<file path="config.mk">
export PLATFORM = sky130hd
export DESIGN_NAME = uart_tx_scheduler
export DESIGN_NICKNAME = d
export VERILOG_FILES = /design/src/rtl/uart_tx_scheduler.sv
export SDC_FILE = /design/constraint.sdc
export NUM_CORES = 1
export LEC_CHECK = 0
export CORE_UTILIZATION = 61
export CTS_CLUSTER_DIAMETER = 50
export CTS_CLUSTER_SIZE = 10
export DETAILED_ROUTE_END_ITERATION = 6
export DONT_BUFFER_PORTS = 1
export PLACE_DENSITY = 0.77
export SLEW_MARGIN = 20
export SYNTH_ARGS = -nofsm -noshare
export SYNTH_HDL_FRONTEND = slang
export SYNTH_SLANG_ARGS = --single-unit
</file>
<file path="constraint.sdc">
create_clock -name clk_i -period 4.2 [get_ports clk_i]
set_clock_uncertainty 0.2 [all_clocks]
set_input_delay 1.05 -clock clk_i [delete_from_list [all_inputs] [get_ports clk_i]]
set_output_delay 1.05 -clock clk_i [all_outputs]
set_load 0.02 [all_outputs]
</file>
<file path="src/rtl/uart_tx_scheduler.sv">
// ============================================================================
// Module   : uart_tx_scheduler
// Purpose  : Round-robin scheduler sharing one UART transmitter among NREQ
//            byte-stream requesters. One byte at a time is issued to the UART
//            core, then the scheduler waits for tx_busy to rise and fall
//            before arbitrating again.
// Optional : UART_SCHED_LOCK_EN - packet lock. A requester whose byte is
//            accepted with req_last=0 keeps the transmitter until it sends a
//            byte with req_last=1 (or the attempt times out).
// Ports    : clk_i          system clock, rising edge
//            rst_ni         asynchronous active-low reset
//            req_valid_i    per-requester byte pending
//            req_data_i     per-requester byte, requester i in [8i+7:8i]
//            req_last_i     per-requester end-of-packet (lock build only)
//            req_ready_o    one-cycle pulse, byte of requester consumed
//            grant_o        one-hot owner of current/last transfer
//            tx_wr_o        one-cycle write strobe to the UART core
//            tx_data_o      byte to the UART core, held until next issue
//            tx_busy_i      UART core busy
//            sched_busy_o   high whenever the scheduler is not arbitrating
//            err_nobusy_o   one-cycle pulse, tx_busy never rose after tx_wr
// Revision : 1.0 - initial release
// ============================================================================
`default_nettype none

module uart_tx_scheduler #(
   parameter int NREQ      = 2,
   parameter int BUSY_WAIT = 4
) (
   input  logic              clk_i,
   input  logic              rst_ni,
   input  logic [NREQ-1:0]   req_valid_i,
   input  logic [8*NREQ-1:0] req_data_i,
   input  logic [NREQ-1:0]   req_last_i,
   output logic [NREQ-1:0]   req_ready_o,
   output logic [NREQ-1:0]   grant_o,
   output logic              tx_wr_o,
   output logic [7:0]        tx_data_o,
   input  logic              tx_busy_i,
   output logic              sched_busy_o,
   output logic              err_nobusy_o
);

   localparam int         PW          = (NREQ > 1) ? $clog2(NREQ) : 1;
   localparam logic [3:0] C_BUSY_WAIT = 4'(BUSY_WAIT);

   typedef enum logic [1:0] {
      ST_ARB       = 2'd0,
      ST_ISSUE     = 2'd1,
      ST_WAIT_BUSY = 2'd2,
      ST_WAIT_DONE = 2'd3
   } state_t;

   state_t          state_q, state_d;
   logic [PW-1:0]   ptr_q, ptr_d;
   logic [3:0]      cnt_q, cnt_d;
   logic [NREQ-1:0] grant_q, grant_d;
   logic [NREQ-1:0] ready_q, ready_d;
   logic [7:0]      data_q, data_d;
   logic            wr_q, wr_d;
   logic            sbusy_q, sbusy_d;
   logic            err_q, err_d;

   logic [NREQ-1:0] elig;
   logic            found;
   logic [PW-1:0]   win;
   logic [NREQ-1:0] win_oh;
   logic [7:0]      win_data;
   int              cand;

`ifdef UART_SCHED_LOCK_EN
   logic            lock_vld_q, lock_vld_d;
   logic [PW-1:0]   lock_id_q, lock_id_d;
   logic [NREQ-1:0] lock_oh;

   // While a packet is in progress only its owner may be selected.
   always_comb begin
      lock_oh          = '0;
      lock_oh[lock_id_q] = 1'b1;
      elig             = lock_vld_q ? (req_valid_i & lock_oh) : req_valid_i;
   end
`else
   logic unused_last;
   assign elig        = req_valid_i;
   assign unused_last = ^req_last_i;
`endif

   // Round-robin search starting one past the last winner.
   always_comb begin
      found = 1'b0;
      win   = ptr_q;
      cand  = 0;
      for (int k = 1; k <= NREQ; k++) begin
         cand = int'(ptr_q) + k;
         if (cand >= NREQ) cand = cand - NREQ;
         if (!found && elig[PW'(cand)]) begin
            found = 1'b1;
            win   = PW'(cand);
         end
      end
      win_oh      = '0;
      win_oh[win] = 1'b1;
      win_data    = '0;
      for (int i = 0; i < NREQ; i++) begin
         if (win == PW'(i)) win_data = req_data_i[8*i +: 8];
      end
   end

   always_comb begin
      state_d = state_q;
      ptr_d   = ptr_q;
      cnt_d   = cnt_q;
      grant_d = grant_q;
      data_d  = data_q;
      ready_d = '0;
      wr_d    = 1'b0;
      err_d   = 1'b0;
`ifdef UART_SCHED_LOCK_EN
      lock_vld_d = lock_vld_q;
      lock_id_d  = lock_id_q;
`endif
      case (state_q)
         ST_ARB: begin
            if (!tx_busy_i && found) begin
               state_d = ST_ISSUE;
               grant_d = win_oh;
               data_d  = win_data;
               ptr_d   = win;
               wr_d    = 1'b1;
               ready_d = win_oh;
               cnt_d   = 4'd0;
`ifdef UART_SCHED_LOCK_EN
               lock_vld_d = ~req_last_i[win];
               lock_id_d  = win;
`endif
            end
         end
         ST_ISSUE: begin
            // The busy window is measured from the tx_wr cycle itself,
            // so the ISSUE cycle is the first counted cycle.
            cnt_d   = 4'd1;
            state_d = ST_WAIT_BUSY;
         end
         ST_WAIT_BUSY: begin
            cnt_d = cnt_q + 4'd1;
            if (tx_busy_i) begin
               state_d = ST_WAIT_DONE;
            end else if (cnt_d >= C_BUSY_WAIT) begin
               err_d   = 1'b1;
               state_d = ST_ARB;
`ifdef UART_SCHED_LOCK_EN
               lock_vld_d = 1'b0;
`endif
            end
         end
         ST_WAIT_DONE: begin
            if (!tx_busy_i) state_d = ST_ARB;
         end
         default: state_d = ST_ARB;
      endcase
      sbusy_d = (state_d != ST_ARB);
   end

   always_ff @(posedge clk_i or negedge rst_ni) begin
      if (!rst_ni) begin
         state_q <= ST_ARB;
         ptr_q   <= PW'(NREQ - 1);
         cnt_q   <= 4'd0;
         grant_q <= '0;
         data_q  <= 8'h00;
         ready_q <= '0;
         wr_q    <= 1'b0;
         sbusy_q <= 1'b0;
         err_q   <= 1'b0;
      end else begin
         state_q <= state_d;
         ptr_q   <= ptr_d;
         cnt_q   <= cnt_d;
         grant_q <= grant_d;
         data_q  <= data_d;
         ready_q <= ready_d;
         wr_q    <= wr_d;
         sbusy_q <= sbusy_d;
         err_q   <= err_d;
      end
   end

`ifdef UART_SCHED_LOCK_EN
   always_ff @(posedge clk_i or negedge rst_ni) begin
      if (!rst_ni) begin
         lock_vld_q <= 1'b0;
         lock_id_q  <= '0;
      end else begin
         lock_vld_q <= lock_vld_d;
         lock_id_q  <= lock_id_d;
      end
   end
`endif

   assign req_ready_o  = ready_q;
   assign grant_o      = grant_q;
   assign tx_wr_o      = wr_q;
   assign tx_data_o    = data_q;
   assign sched_busy_o = sbusy_q;
   assign err_nobusy_o = err_q;

endmodule

`default_nettype wire

</file>
; ---- Word level (Yosys, flattened, before mapping)
; Index checks and enable logic that the tools add are counted.
[op_classes]
n_bitwise = 0
multipliers = 0
n_addsub = 5
eq_ne = 4
n_div = 0
magnitude_cmp = 7
muxes = 27
n_reduce_logical = 10
shift = 0
[op_table]
columns = cell, count
row1 = $mux 1, 16
row2 = $mux 2, 6
row3 = $pmux 4 s3, 1
row4 = $mux 8, 1
row5 = $pmux 2 s4, 1
row6 = $lt 1x3->1 const B, 2
row7 = $add 4x1->4 const B, 1
row8 = $eq 2x2->1 const B, 2
row9 = $ge 4x3->1 const B, 1
row10 = $mux 4, 1
row11 = $reduce_and 2->1, 2
row12 = $add 1x2->3 const B, 1
row13 = $ge 3x2->1 const B, 1
row14 = $logic_and 1x1->1, 3
row15 = $reduce_bool 3->1, 1
row16 = $add 1x1->2 const B, 1
row17 = $eq 2x1->1 const B, 1
row18 = $ge 2x2->1 const B, 1
row19 = $logic_not 1->1, 2
row20 = $logic_not 2->1, 1
row21 = $lt 1x2->1 const B, 1
row22 = $ne 2x2->1 const B, 1
row23 = $reduce_bool 2->1, 1
row24 = $sub 1x1->1 const B, 2
row25 = 2 further kinds, 2
[word_totals]
output_inout_bits = 15
latch_bits = 0
ram_bits = 0
register_bits = 22
memories = 0
elab_cells = 62
mem_bits_ro = 0
input_bits = 23

; ---- Depth between registers and ports, before layout
; Gate-level depths: netlist (run 1).
[logic_depth]
depth_word = 16
depth_mapped = 7
depth_no_buf = 6

; ---- Worst setup path before layout (run 1)
; OpenSTA, ideal clock, no wires.
[synth_path]
path_kind = input -> register
from = input port req_valid_i[0]
to = register sbusy_q, in the netlist sched_busy_o
setup_slack_ns = 2.086
arrival_ns = 1.783
n_path_buf = 0
cell_stages = 4
setup_time_ns = 0.132
required_ns = 3.868
cell_sequence = nor2b_1 > o21ai_0 > o21ai_0 > or3b_1
[synth_via]
elab_chain_len = 10
elab_cells_between_ends = 12
cone_classes = mux: 8 / reduce/logical: 4
[synth_rtl]
columns = element, line
row1 = from (decl), 32  ; input logic [NREQ-1:0] req_valid_i,
row2 = $mux 1 (implied by the code) (2 in a row), 96  ; if (!found && elig[PW'(cand)]) begin
row3 = $mux 1, 96
row4 = $logic_not 1->1, 96
row5 = $logic_and 1x1->1, 96
row6 = $mux 1 *, 96
row7 = $logic_and 1x1->1 *, 124  ; if (!tx_busy_i && found) begin
row8 = $mux 2 *, 124
row9 = $pmux 2 s4 *, 122  ; case (state_q)
row10 = $reduce_bool 2->1 *, 161  ; sbusy_d = (state_d != ST_ARB);
row11 = net sbusy_d, 61  ; logic sbusy_q, sbusy_d;
row12 = to (signal assigned), 183  ; sbusy_q <= sbusy_d;
row13 = to (decl), 61
; The timed path passes the listed nets; every way through them passes the cells marked *. The select of a mux whose other input is x is not followed.
; A chain may end at the register's enable or synchronous reset.

; ---- Final worst setup path (run 1)
[layout_path]
from = input port req_valid_i[0]
to = register data_q[6], in the netlist tx_data_o[6]
[layout_via]
elab_chain_len = 8
elab_cells_between_ends = 13
cone_classes = mux: 9 / reduce/logical: 4
[layout_rtl]
columns = element, line
row1 = $mux 1 (implied by the code) (2 in a row), 96
row2 = $mux 1, 96
row3 = $logic_not 1->1, 96
row4 = $logic_and 1x1->1, 96
row5 = $mux 1, 96
row6 = $logic_and 1x1->1, 124
row7 = $reduce_and 2->1 (no source line), --
row8 = to (signal assigned), 180  ; data_q <= data_d;
row9 = to (decl), 59  ; logic [7:0] data_q, data_d;
; Several ways; a longest one is shown, not always the timed one. The select of a mux whose other input is x is not followed.

==> results_dict.tcl, run 1 <==
set metrics [dict create \
    min_path_type "input pin to asynchronous set/reset pin" \
    grt_remaining_overflow 0 \
    swShare 0.4257 \
    seqPwrFrac 0.550 \
    die-area_um2 1979 \
    cts_resized 0 \
    power_switching_mw 0.3419 \
    drt_iter0_drc 20 \
    ys_warn_count 0 \
    setup_viol 0 \
    synth_top_family_by_area "compound AO/OA/AOI/OAI gates" \
    async_reset_ff_frac 1.000 \
    slowest_delay_ps 450 \
    synthAdderAreaFrac 0.05682 \
    route.vias.total 728 \
    synth-xor-area-share 0.007955 \
    cts_tree "yes" \
    layoutNonFillerInstCount 128 \
    placeableCoreArea_um2 1594 \
    synth_cell_types 30 \
    muxShareOfSynthArea 0.1000 \
    drt_pre_antenna_iters 4 \
    combPwrFrac 0.307 \
    crit_buf_inv 0 \
    routedWlPerCell_um 13.60 \
    totalNegativeSetupSlack_ps 0 \
    critical_path_class "input pin to flip-flop" \
    ctsHoldBuffers 0 \
    root_buffer "clkbuf_4" \
    grt_setup_unrepaired "false" \
    drv_cap 0 \
    intPower_mw 0.4613 \
    rows 14 \
    synthToLayoutAreaGrowth_pct 3.409 \
    tightest_slew_ps 572.3 \
    clk_pin_slew_ps 120 \
    hold_slack_ps 224.2 \
    layout_common_cells "dfrtp_1, nand2_1, o21ai_0" \
    synth_edf_count 0 \
    reg2reg_to "sched_busy_o$_DFF_PN0_" \
    track_usage 0.2089 \
    syn-num-nets 133 \
    netlist_area_um2 1101 \
    viasPerCell 5.688 \
    grt_pass1_wl_mm 3.036 \
    crit_chain "nor2b_1 > nand2_1 > nand2_1 > o21ai_0" \
    antenna_found_initial 0 \
    cts_buffer_depth 2 \
    arrival_ps 2130 \
    dp_hpwl_mm 1.300 \
    die-width_um 44.49 \
    slowest_stage "nand2_1" \
    synth-simple-area-share 0.1227 \
    r2r_setup_slack_ps 2170 \
    r2r_cells 6 \
    synth_compound_area_frac 0.1682 \
    post-cts-setup-buffer-count 0 \
    cellPowerDensity_nw_per_um2 705.5 \
    antenna_left 0 \
    synth_top_area_frac 0.4773 \
    r2r-start "state_q[0]$_DFF_PN0_" \
    crit_required_ps 4180 \
    cp_top_family "simple AND/OR/NAND/NOR gates" \
    ys_seq_elements 22 \
    wl_mm 1.741 \
    grt_pass1_vias 715 \
    vdd.ir_drop.worst_v 0.0003496 \
    fmaxAchievable_mhz 463.3 \
    fin_crit_sh 0.5139 \
    p_leak_nw 0.5606 \
    cts-htree-levels 1 \
    yosys-top-cells-area "dfrtp_1, mux2i_1, o21ai_0" \
    num-fill-cells 124 \
    final_common_cell "dfrtp_1" \
    hold_viol_final 0 \
    synthCells 105 \
    drive_gt1_frac 0.08654 \
    numCtsBuffers 3 \
    initial_core_util 0.6907 \
    status "finished clean" \
    syn_area_per_cell_um2 10.49 \
    io_buffers 0 \
    placed_cells 124 \
    p_clk_frac 0.143 \
    antenna_cells 0 \
    slew_violations 0 \
    cpMostUsedCell "nand2_1" \
    grt_max_degree 23 \
    clock-sinks 22 \
    ys_seq_area_frac 0.5011 \
    period_needed_ps 2158 \
    yosysTopAreaCell "dfrtp_1" \
    end_kind "flip-flop" \
    startpoint_type "input pin" \
    clkLatencyLatePin_ps 300 \
    drcViolationCount 0 \
    io_pins 38 \
    gp_congestion 0.8563 \
    slew_headroom 0.6176 \
    path_max_fanout 21 \
    ys.flop_type "dfrtp_1" \
    finalNetCount 133 \
    die_h_um 44.49 \
]
[synth_stat cells (2+ instances only)]
cell and n:
dfrtp_1 21, buf_2 2, a32o_1 2, ha_1 5
inv_1 4, and3_1 2, o21ai_1 2, mux2i_1 11
buf_4 2, nor2_1 2, nor2b_1 2, a21o_1 2
a21oi_1 3, nand2_1 16, o21ai_0 14
[cell type report]
class,count,area (um2),share of cell area
clock buffers,4,36.28,0.03187
inverters,5,18.77,0.01648
multi-input cells,73,501.7,0.4407
flip-flops and latches,22,551.8,0.4846
well taps,24,30.03,0.02637
[state kept, by name (all words and copies together), names as in the netlist]
name	count
tx_data_o	8
cnt_q	4
grant_o	2
req_ready_o	2
state_q	2
err_nobusy_o	1
ptr_q	1
sched_busy_o	1
tx_wr_o	1
[through the flow]
step	instance area [um2]	setup WS (ps)	util	power, mW
final	1139	2042	0.7143	0.8032
after CTS	1139	2017	0.7143	0.8096
after floorplan	1101	2086	-	0.6504
after detailed placement	1102	1691	0.6915	0.6959
after global placement	1102	1729	0.6915	0.6838
after global routing	1139	1893	0.7143	0.8657
[per-layer routing]
layer	routed length (um)	global-route usage
met1	821	0.2804
met2	837	0.3265
met3	73	0.05714
met4	8	0.07273
met5	0	0
[cells by family (layout without fill, tap and decap cells)]
group | after synthesis | count (layout)
adder cells (fa/ha/maj) | 5 | 5
multiplexers | 11 | 11
AND/OR/NAND/NOR | 27 | 27
buffers and inverters | 10 | 9
flip-flops | 22 | 22
XOR/XNOR | 1 | 1
AO/OA/AOI/OAI | 29 | 29
[worst max path at each step]
stage / depth (start not counted) / endpoint / start
2_1_floorplan: 4 / sched_busy_o$_DFF_PN0_ / req_valid_i[0]
3_3_place_gp: 4 / grant_o[1]$_DFFE_PN0P_ / req_valid_i[0]
3_5_place_dp: 4 / tx_data_o[2]$_DFFE_PN0P_ / req_valid_i[0]
4_1_cts: 4 / tx_data_o[6]$_DFFE_PN0P_ / req_valid_i[0]
5_1_grt: 4 / grant_o[1]$_DFFE_PN0P_ / req_valid_i[0]
6_report: 4 / tx_data_o[6]$_DFFE_PN0P_ / req_valid_i[0]
[power by group through the flow]
stage / logic, mW / clock network [mW] / registers (mW)
2_1_floorplan: 0.241 / 0 / 0.410
3_3_place_gp: 0.238 / 0 / 0.446
3_5_place_dp: 0.248 / 0 / 0.448
4_1_cts: 0.249 / 0.117 / 0.443
5_1_grt: 0.283 / 0.125 / 0.458
6_report: 0.247 / 0.115 / 0.442
(Power assumes the default switching activity.)
==> run 2, diff against run 1 <==
--- a/config.mk
+++ b/config.mk
@@ -5,12 +5,13 @@
 export SDC_FILE = /design/constraint.sdc
 export NUM_CORES = 1
 export LEC_CHECK = 0
-export CORE_UTILIZATION = 61
+export ABC_AREA = 1
+export CORE_UTILIZATION = 60
 export CTS_CLUSTER_DIAMETER = 50
 export CTS_CLUSTER_SIZE = 10
 export DETAILED_ROUTE_END_ITERATION = 6
 export DONT_BUFFER_PORTS = 1
-export PLACE_DENSITY = 0.77
+export PLACE_DENSITY = 0.76
 export SLEW_MARGIN = 20
 export SYNTH_ARGS = -nofsm -noshare
 export SYNTH_HDL_FRONTEND = slang
==> constraint.sdc (replaced) <==
create_clock -name clk_i -period 2 [get_ports clk_i]
set_clock_uncertainty 0.2 [all_clocks]
set_input_delay 0.5 -clock clk_i [delete_from_list [all_inputs] [get_ports clk_i]]
set_output_delay 0.5 -clock clk_i [all_outputs]
set_load 0.02 [all_outputs]
==> run 2 against run 1 <==
  * The run now ends with design-rule violations left
  * Flip-flop and latch count is the same
  * Global-route usage increased by 1.0 points
  * Critical path depth increased by 5
  * Wire length grew 1.4%
  * Synthesized cell count grew 11%
  * Synthesized area decreased by 6.0%
  * Hold slack got worse by 130 ps
  * Combinational power grew 130%
  * Utilization rose by 0.40 points
  * Clock power grew to 3.0 times the previous value
  * Critical endpoint is now tx_data_o[1]$_DFFE_PN0P_
==> results_dict.tcl, run 2 <==
set metrics [dict create \
    status "finished, violations left" \
    violations "design-rule violations" \
    totalNegativeSetupSlack_ps 0 \
    synthTopCellsByCount "nand2_1, dfrtp_1, nand3_1" \
    clock-sinks 22 \
    vdd.ir_drop.worst_v 0.001073 \
    route.vias.total 784 \
    num-fill-cells 114 \
    numCtsBuffers 3 \
    min_path_type "input pin to flip-flop" \
    hold_slack_ps 96.14 \
    critical_path_class "flip-flop to flip-flop" \
    synthMostInstantiatedCell "nand2_1" \
    drcViolationCount 2 \
    p_clk_frac 0.192 \
    ys_seq_elements 22 \
    slew_violations 0 \
    wl_mm 1.766 \
    ys.flop_type "dfrtp_1" \
    die-width_um 43.53 \
    dp_hpwl_mm 1.330 \
    crit_required_ps 2060 \
    p_leak_nw 0.6067 \
    antenna_cells 0 \
    routedWlPerCell_um 12.80 \
    slew_headroom 0.3743 \
    final_common_cell "nand2_1" \
    ys_warn_count 0 \
    grt_remaining_overflow 0 \
    clk_pin_slew_ps 120 \
    tightest_slew_ps 935.5 \
    cellPowerDensity_nw_per_um2 1583 \
    fmaxAchievable_mhz 564.4 \
    netlist_area_um2 1035 \
    drv_cap 0 \
    hold_viol_final 0 \
    cts_resized 0 \
    antenna_found_initial 0 \
    cts_buffer_depth 2 \
    synth_cell_types 20 \
    combPwrFrac 0.318 \
    grt_pass1_vias 699 \
    die_h_um 43.53 \
    layout_common_cells "nand2_1, dfrtp_1, nand3_1" \
    grt_pass1_wl_mm 3.001 \
    cts_tree "yes" \
    rows 14 \
    swShare 0.4194 \
    clkLatencyLatePin_ps 310 \
    yosysTopAreaCell "dfrtp_1" \
    setup_viol 0 \
    arrival_ps 1830 \
    async_reset_ff_frac 1.000 \
    die-area_um2 1894 \
    placeableCoreArea_um2 1559 \
    finalNetCount 151 \
    drt_iter0_drc 26 \
    end_kind "flip-flop" \
    drive_gt1_frac 0.1066 \
    initial_core_util 0.6637 \
    fin_crit_sh 0.8859 \
    seqPwrFrac 0.491 \
    grt_setup_unrepaired "false" \
    gp_congestion 0.9473 \
    power_switching_mw 0.7436 \
    synthToLayoutAreaGrowth_pct 8.222 \
    synth_edf_count 0 \
    synthCells 117 \
    ys_seq_area_frac 0.5333 \
    largest_reg_flops 8 \
    drt_pre_antenna_iters 6 \
    syn-num-nets 145 \
    intPower_mw 1.029 \
    viasPerCell 5.681 \
    period_needed_ps 1772 \
    startpoint_type "flip-flop" \
    yosys-top-cells-area "dfrtp_1, nand2_1, nand3_1" \
    syn_area_per_cell_um2 8.844 \
    synth_top_area_frac 0.5079 \
    cts-htree-levels 1 \
    io_pins 38 \
    root_buffer "clkbuf_4" \
    antenna_left 0 \
    path_max_fanout 9 \
    grt_max_degree 23 \
    track_usage 0.2192 \
    io_buffers 0 \
]
run 2: cell types whose count changed after synthesis, moves of 4 or more:
cell,before,now
nand2_1,16,46
o21ai_0,14,0
mux2i_1,11,0
inv_1,4,8
nand3_1,0,17
run 2: worst max-delay path, cell delays in order, from the launching register on:
cell and delay, ps:
dfrtp_1 440, inv_1 120, ha_1 210, inv_2 100
nor2_8 130, inv_2 70, or2_4 250, clkinv_4 80
nand2_1 50, nand3_1 60
run 2: repair_timing:
action,4_1_cts,5_1_grt
hold endpoints to repair,22,0
hold buffers,1,0
endpoints found under the setup margin,0,0
setup buffers,0,0
run 2: final timing paths:
kind	from	endpoint	slack [ps]	cells past startpoint
max in group asynchronous	rst_ni	sched_busy_o$_DFF_PN0_	470	1
max	state_q[0]$_DFF_PN0_	tx_data_o[1]$_DFFE_PN0P_	230	9
min reg2reg	ptr_q$_DFFE_PN1P_	ptr_q$_DFFE_PN1P_	280	2
min	req_data_i[14]	tx_data_o[6]$_DFFE_PN0P_	100	2
max reg2reg	state_q[0]$_DFF_PN0_	tx_data_o[1]$_DFFE_PN0P_	230	9
min in group asynchronous	rst_ni	tx_wr_o$_DFF_PN0_	560	1
run 2: area by class of cell:
| cell class | instances | area, um2 | area share |
|---|---|---|---|
| clock buffer | 3 | 22.52 | 0.02011 |
| sequential | 22 | 551.8 | 0.4927 |
| tap | 16 | 20.02 | 0.01788 |
| timing repair buffer | 2 | 17.52 | 0.01564 |
| multi-input combinational | 81 | 424.2 | 0.3788 |
| inverter | 13 | 53.80 | 0.04804 |
| clock inverter | 1 | 30.03 | 0.02682 |
run 2: per-layer routing:
layer / GRT usage / vias up / share of wire
met2: 0.3212 / 31 / 0.48
met4: 0.09375 / 0 / 0.014
met1: 0.3149 / 362 / 0.45
met5: 0 / - / 0
met3: 0.05000 / 4 / 0.055
li1: - / 387 / -
run 2: stage by stage:
step	std cells	utilization	worst slack [ps]	power [mW]	instance area, um2
3_3_place_gp	133	0.6782	275.9	1.397	1057
5_1_grt	138	0.7183	70.05	1.905	1120
4_1_cts	138	0.7183	218.0	1.778	1120
2_1_floorplan	117	-	386.1	1.305	1035
3_5_place_dp	133	0.6782	224.4	1.434	1057
6_report	138	0.7183	228.2	1.773	1120
run 2: cell families (layout without fill, tap and decap cells):
family,count (synthesis),after routing,share of synthesized area
xor+xnor,1,1,0.008466
fa+ha+maj,5,5,0.06046
buf+inv,14,19,0.05683
compound gates,8,8,0.04715
flops,22,22,0.5333
simple gates,67,67,0.2938
run 2: power by group through the flow:
stage          sequential (mW)  clock, mW  combinational, mW
2_1_floorplan            0.850          0              0.456
3_3_place_gp             0.877          0              0.520
3_5_place_dp             0.880          0              0.554
4_1_cts                  0.873      0.341              0.563
5_1_grt                  0.892      0.356              0.656
6_report                 0.870      0.340              0.563
